**config.mk**
```make
export PLATFORM = sky130hd
export DESIGN_NAME = rename_unit
export DESIGN_NICKNAME = d
export VERILOG_FILES = /design/src/rtl/rename_unit.sv
export SDC_FILE = /design/constraint.sdc
export NUM_CORES = 2
export LEC_CHECK = 0
export ABC_AREA = 1
export CORE_ASPECT_RATIO = 0.75
export CORE_UTILIZATION = 40
export CTS_CLUSTER_DIAMETER = 40
export DETAILED_ROUTE_END_ITERATION = 10
export PLACE_DENSITY = 0.62
export SYNTH_ARGS = -nofsm -noshare
export SYNTH_HDL_FRONTEND = slang
export SYNTH_SLANG_ARGS = --single-unit
```
**constraint.sdc**
```tcl
create_clock -name clk -period 7.3 [get_ports clk]
set_input_delay 1.095 -clock clk [delete_from_list [all_inputs] [get_ports clk]]
set_output_delay 1.095 -clock clk [all_outputs]
set_load 0.05 [all_outputs]
```
**src/rtl/rename_unit.sv**
```systemverilog
// rename_unit: register-rename stage ahead of the ROB.
// Maps architectural sources through a 32-entry RAT and allocates new
// physical destinations from a 64-entry circular free list. Tags retired
// by the ROB come back through the free port.
// Optional build macro: RENAME_FREE_BYPASS_EN lets an allocation on an empty
// list take a same-cycle freed tag directly.
module rename_unit #(
    parameter int ARCH_REGS = 32,
    parameter int PHYS_REGS = 64
) (
    input  logic        clk,
    input  logic        reset,
    input  logic        in_valid,
    output logic        in_ready,
    input  logic [4:0]  in_rs1,
    input  logic [4:0]  in_rs2,
    input  logic [4:0]  in_rd,
    input  logic        in_wr,
    input  logic [31:0] in_pc,
    output logic        out_valid,
    input  logic        out_ready,
    output logic [5:0]  out_prs1,
    output logic [5:0]  out_prs2,
    output logic [5:0]  out_prd,
    output logic [5:0]  out_prd_old,
    output logic [31:0] out_pc,
    input  logic        free_valid,
    input  logic [5:0]  free_tag,
    output logic [6:0]  fl_count
);

    logic [5:0]  rat_q [ARCH_REGS];
    logic [5:0]  rat_d [ARCH_REGS];
    logic [5:0]  fl_q  [PHYS_REGS];
    logic [5:0]  fl_d  [PHYS_REGS];
    logic [5:0]  head_q, head_d;
    logic [5:0]  tail_q, tail_d;
    logic [6:0]  count_q, count_d;

    logic        out_valid_q, out_valid_d;
    logic [5:0]  out_prs1_q, out_prs1_d;
    logic [5:0]  out_prs2_q, out_prs2_d;
    logic [5:0]  out_prd_q, out_prd_d;
    logic [5:0]  out_prd_old_q, out_prd_old_d;
    logic [31:0] out_pc_q, out_pc_d;

    logic        needs_tag;
    logic        free_ok;
    logic        slot_free;
    logic        list_empty;
    logic        bypass;
    logic        use_bypass;
    logic        xfer;
    logic        alloc;
    logic [5:0]  new_tag;

    // Handshake: stall only when the output slot is busy or a needed tag is unavailable
    always_comb begin
        needs_tag  = in_wr && (in_rd != 5'd0);
        free_ok    = free_valid && (free_tag != 6'd0);
        slot_free  = !out_valid_q || out_ready;
        list_empty = (count_q == 7'd0);
`ifdef RENAME_FREE_BYPASS_EN
        bypass     = list_empty && free_ok;
`else
        bypass     = 1'b0;
`endif
        in_ready   = slot_free && (!list_empty || !needs_tag || bypass);
        xfer       = in_valid && in_ready;
        alloc      = xfer && needs_tag;
        // An allocation on an empty list can only happen through the bypass
        use_bypass = alloc && bypass;
        new_tag    = use_bypass ? free_tag : fl_q[head_q];
    end

    // RAT and free-list next state
    always_comb begin
        rat_d   = rat_q;
        fl_d    = fl_q;
        head_d  = head_q;
        tail_d  = tail_q;
        count_d = count_q;
        if (alloc) begin
            rat_d[in_rd] = new_tag;
        end
        if (!use_bypass) begin
            if (free_ok) begin
                fl_d[tail_q] = free_tag;
                tail_d       = tail_q + 6'd1;
            end
            if (alloc) begin
                head_d = head_q + 6'd1;
            end
            count_d = count_q + {6'd0, free_ok} - {6'd0, alloc};
        end
    end

    // Output register: load on transfer, drop when drained, hold while stalled
    always_comb begin
        out_valid_d   = out_valid_q;
        out_prs1_d    = out_prs1_q;
        out_prs2_d    = out_prs2_q;
        out_prd_d     = out_prd_q;
        out_prd_old_d = out_prd_old_q;
        out_pc_d      = out_pc_q;
        if (xfer) begin
            out_valid_d   = 1'b1;
            out_prs1_d    = (in_rs1 == 5'd0) ? '0 : rat_q[in_rs1];
            out_prs2_d    = (in_rs2 == 5'd0) ? '0 : rat_q[in_rs2];
            out_prd_d     = alloc ? new_tag : '0;
            out_prd_old_d = alloc ? rat_q[in_rd] : '0;
            out_pc_d      = in_pc;
        end else if (out_ready) begin
            out_valid_d = 1'b0;
        end
    end

    // State registers with synchronous reset to identity RAT and tags 32..63 free
    always_ff @(posedge clk) begin
        if (reset) begin
            for (int unsigned i = 0; i < ARCH_REGS; i++) begin
                rat_q[i] <= 6'(i);
            end
            for (int unsigned i = 0; i < PHYS_REGS; i++) begin
                fl_q[i] <= 6'(i + ARCH_REGS);
            end
            head_q        <= '0;
            tail_q        <= 6'(ARCH_REGS);
            count_q       <= 7'(ARCH_REGS);
            out_valid_q   <= 1'b0;
            out_prs1_q    <= '0;
            out_prs2_q    <= '0;
            out_prd_q     <= '0;
            out_prd_old_q <= '0;
            out_pc_q      <= '0;
        end else begin
            rat_q         <= rat_d;
            fl_q          <= fl_d;
            head_q        <= head_d;
            tail_q        <= tail_d;
            count_q       <= count_d;
            out_valid_q   <= out_valid_d;
            out_prs1_q    <= out_prs1_d;
            out_prs2_q    <= out_prs2_d;
            out_prd_q     <= out_prd_d;
            out_prd_old_q <= out_prd_old_d;
            out_pc_q      <= out_pc_d;
        end
    end

    assign out_valid   = out_valid_q;
    assign out_prs1    = out_prs1_q;
    assign out_prs2    = out_prs2_q;
    assign out_prd     = out_prd_q;
    assign out_prd_old = out_prd_old_q;
    assign out_pc      = out_pc_q;
    assign fl_count    = count_q;

endmodule

```
Word-level counts from Yosys, hierarchy flattened
Index checks and enable logic that the tools add are counted.
Storage, ports and cells
  flip-flop bits (word level): 652
  bits in latches: 0
  RAM bits: 0
  memory bits (read-only): 0
  bits of input ports: 59
  output and inout bits: 65
  logic and storage cells: 163
  memories: 0
Cells by class
  add/subtract/negate cells: 4
  $mul: 0
  div/mod/pow operators: 0
  $lt $le $gt $ge: 7
  equality and inequality tests: 0
  shifts and indexed selects: 0
  multiplexer cells: 24
  bitwise logic cells: 5
  reductions and logical operators: 18
Operators with widths (count)
  $bwmux W384: 1
  $bwmux W192: 1
  $bmux W6 S5: 3
  $mux W6: 14
  $bmux W6 S6: 1
  $demux W6 S6: 1
  $demux W6 S5: 1
  $ge A6 B6 Y1 const B: 3
  $not A5 Y6: 3
  $ge A7 B7 Y1 const B: 2
  $not A6 Y7: 2
  $add A6 B1 Y6 const B: 2
  $logic_not A5 Y1: 2
  $add A7 B1 Y7: 1
  $logic_and A1 B1 Y1: 7
  $logic_not A7 Y1: 1
  $lt A7 B1 Y1 const B: 1
  $sub A7 B1 Y7: 1
  $lt A6 B1 Y1 const B: 1
  $reduce_bool A6 Y1: 1
  $reduce_bool A5 Y1: 1
  $logic_not A1 Y1: 3
  $logic_or A1 B1 Y1: 2
  $mux W1: 2
  $reduce_bool A2 Y1: 1

Depth between registers and ports, before layout
  depth in word-level cells: 8
  mapped depth: 22
  gate-level depth less buffers: 20

Worst setup path after synthesis
OpenSTA, ideal clock, no wires.
  path type: input port to flip-flop
  start: input port in_rd[1]
  end: register count_q[6] (netlist: fl_count[6])
  library setup time: 0.120 ns
  arrival time: 3.758 ns
  data required time: 7.180 ns
  setup slack: 3.422 ns
  stages: 21
  path buffers: 2
  cells stage by stage: nor2_4 > inv_2 > o21ai_1 > inv_2 > nand4_4 > buf_2 > inv_1 > buf_2 > ha_1 > inv_1 > ha_1 > inv_1 > fa_1 > nor2_1 > o21bai_1 > a21boi_0 > nor2_1 > nor2_1 > nor2_1 > o21ai_0 > a21oi_1
Between the ends
  longest elaborated chain between the ends: 8
RTL lines
  from (decl): RTL line 17  | input logic [4:0] in_rd,
  $reduce_bool A5 Y1 (*): RTL line 59  | needs_tag = in_wr && (in_rd != 5'd0);
  $logic_and A1 B1 Y1 (*): RTL line 59
  $logic_not A1 Y1: RTL line 68  | in_ready = slot_free && (!list_empty || !needs_tag || bypass);
  $logic_or A1 B1 Y1: RTL line 68
  $logic_and A1 B1 Y1: RTL line 68
  $logic_and A1 B1 Y1: RTL line 69  | xfer = in_valid && in_ready;
  $logic_and A1 B1 Y1 (*): RTL line 70  | alloc = xfer && needs_tag;
  via alloc: RTL line 54  | logic alloc;
  $sub A7 B1 Y7 (*): RTL line 94  | count_d = count_q + {6'd0, free_ok} - {6'd0, alloc};
  to (signal assigned): RTL line 129  | count_q <= 7'(ARCH_REGS);
  to (signal assigned): RTL line 141  | count_q <= count_d;
  to (decl): RTL line 38  | logic [6:0] count_q, count_d;
The timed path passes the listed nets; every way through them passes the cells marked *.
A chain may end at the register's enable or synchronous reset.

Worst setup path after layout
  start: input port in_rd[0]
  end: output port in_ready
Between the ends
  longest elaborated chain between the ends: 5
RTL lines
  $reduce_bool A5 Y1: RTL line 59
  $logic_and A1 B1 Y1: RTL line 59
  $logic_not A1 Y1: RTL line 68
  $logic_or A1 B1 Y1: RTL line 68
  $logic_and A1 B1 Y1: RTL line 68
  to (decl): RTL line 14  | output logic in_ready,
Every way passes these cells.

==> results.ini <==
[sta]
rsz0062_at_grt = false
slew_violations = 0
slew_headroom_pct = 18.6
finalHoldViolCount = 0
fin_skew_ns = 0.0315
fin_crit_ns = 5.31
setup_viol = 0
setup_tns_ns = 0
worst_slew_pin_slew_ns = 1.21
period_share_pct = 72.7
fmax_mhz = 188

[critical_path]
crit_end = in_ready
worstSetupStartpoint = in_rd[0]
cp.required_ns = 6.20
ff2ff_setup_slack_ns = 3.11
worst_setup_path_end_kind = output port
regToRegStartpoint = head_q[0]
reg2reg_to = out_prd[4]
criticalPathCategory = in -> out
r2r_cells = 13
path_max_fanout = 33
crit_arrival_ns = 4.21
start_kind = primary input

[synth]
yosysWarningCount = 0
synth_seq_area_share_pct = 40.8
synth_nets = 4814
ys_seq_elements = 652
synth.distinct_cells = 32
avgSynthCellArea_um2 = 6.74
syn_area_um2 = 32000
synth_top_area_cell = dfxtp_1
synth_area_leaders = dfxtp_1 (41%), nand2_1 (13%), a21oi_1 (9.2%)
yosysTopAreaCellShare_pct = 40.8
syn_inst = 4743

[clocking]
cts_tree = yes
cts_buffer_depth = 3
cts_buffers = 96
post_cts_resized = 0
path_clk_slew_ns = 0.05
hold_buffers = 0
clock-sinks = 652
worstSkewPairLatency_ns = 0.66
cts.htree.levels = 3
root_buffer = clkbuf_16
postCtsSetupRepairBufs = 0

[drt]
route.detailed.drc = 0
drt-total-wl_um = 113000
via_per_inst = 5.56
drt_iter0_drc = 3880
wl_per_cell_um = 19.6
drtPass1Iterations = 6
antenna_left = 0
vias = 32060

[final_layout]
drive_above_1_share_pct = 5.78
mostFrequentLayoutCells = nand2_1 (1087), dfxtp_1 (650), a21oi_1 (585)
final_common_cell = nand2_1
final_cells = 5769
diodes = 0
layout.nets = 4716
syn2layout_area_growth_pct = 15.0

[placed_design]
dp_hpwl_um = 69600
gp_congestion = 0.975
io_buffers = 123
dp.cells = 5593

[run_status]
status = finished, final reports clean

[floorplanning]
die_w_um = 329
io_pins = 124
rows = 89
initial_core_util_pct = 40.5
core_area_um2 = 79000
die_area_um2 = 81100
die_h_um = 247

[global_route]
antenna_found_initial = 0
grt_pass1_vias = 28183
grt_pass1_wl_um = 173000
grtUsageTotal_pct = 27.3
grt_start_max_net_pins = 177
gr-total-overflow = 0

[power_and_ir_drop]
total_power_mw = 9.75
irDropWorstVdd_v = 0.000190
cellLeakagePower_nw = 16.2
p_per_area_nw_per_um2 = 265

[worst_hold_path]
holdCritPathClass = reg -> reg

[job]
cap_viol_max_count = 0

## Yosys cell counts, drive strengths merged
cell type  count
o21bai         1
ha            11
o22ai         78
nand3        346
dfxtp        652
o21ai        487
nand2       1088
clkinv         6
buf          115
a21oi        585
inv          558
nor3          15
fa             1
o211ai       294
nand4         52
xor2           1
a22oi          6
a21boi         1
nor4           1
nor2         190
clkbuf       252
o21a           3
## report_power, final
group	leakage [nW]	internal (mW)	total [mW]	switching, mW
registers	5.28	3.62	3.69	0.0657
logic	9.34	0.339	1.28	0.939
clock network	1.61	2.93	4.79	1.86
## critical path, stage by stage
cell and delay [ns]:
clkdlybuf4s50_1 0.55, nor2_4 0.47, inv_2 0.08, o21ai_1 0.46, inv_2 0.12, nand3_1 0.13
nand2_1 0.06, inv_1 0.05, buf_4 0.30, clkdlybuf4s50_1 0.87
## layer usage
layer / vias to the layer above / global-route usage [%] / wire length, um
met1: 14675 / 41.4 / 52900
met3: 195 / 7.66 / 13600
met5: - / 0 / 0
met4: 0 / 7.91 / 2820
li1: 15644 / - / -
met2: 1546 / 36.6 / 43900
## worst min path at each step
stage	slack (ns)	cells past startpoint	from	to
final	0.45	2	fl_q[11]	fl_q[11]
after global routing	0.46	2	fl_q[6]	fl_q[6]
after CTS	0.45	2	fl_q[11]	fl_q[11]
after detailed placement	0.44	2	fl_q[177]	fl_q[177]
after global placement	0.43	2	fl_q[177]	fl_q[177]
after floorplan	0.42	2	fl_q[246]	fl_q[246]
## registers in the layout, summed over array words and instances (netlist names), 7 cells and up
register,cells
out_pc,32
rat_q,192
fl_q,384
fl_count,7
## layout make-up
cell class	count	area, um^2
Inverter	564	2130
Tap cell	1046	1310
Clock inverter	67	747
Timing Repair Buffer	171	1600
Sequential cell	652	13100
Fill cell	7950	42200
Multi-Input combinational cell	3160	15300
Clock buffer	109	2580
## per-stage QoR
| step | hold WS [ns] | instance area, um^2 | utilization, % | setup slack [ns] |
|---|---|---|---|---|
| after floorplan | 0.424 | 32000 | - | 3.42 |
| after global placement | 0.433 | 33400 | 42.4 | 1.95 |
| after detailed placement | 0.437 | 33400 | 42.4 | 1.96 |
| after CTS | 0.445 | 36800 | 46.6 | 1.94 |
| after global routing | 0.459 | 36800 | 46.6 | 1.81 |
| final | 0.446 | 36800 | 46.6 | 1.99 |
## kinds of logic after synthesis
family | after synthesis | share of synthesized area [%]
AOI/OAI and AO/OA | 1455 | 25.5
xor gates and xnor gates | 1 | 0.0274
adders and majority gates | 12 | 0.493
buffers and inverters | 931 | 11.3
DFF | 652 | 40.8
and+or+nand+nor | 1692 | 22.0
Note: power is estimated with default switching activity, not from simulation.
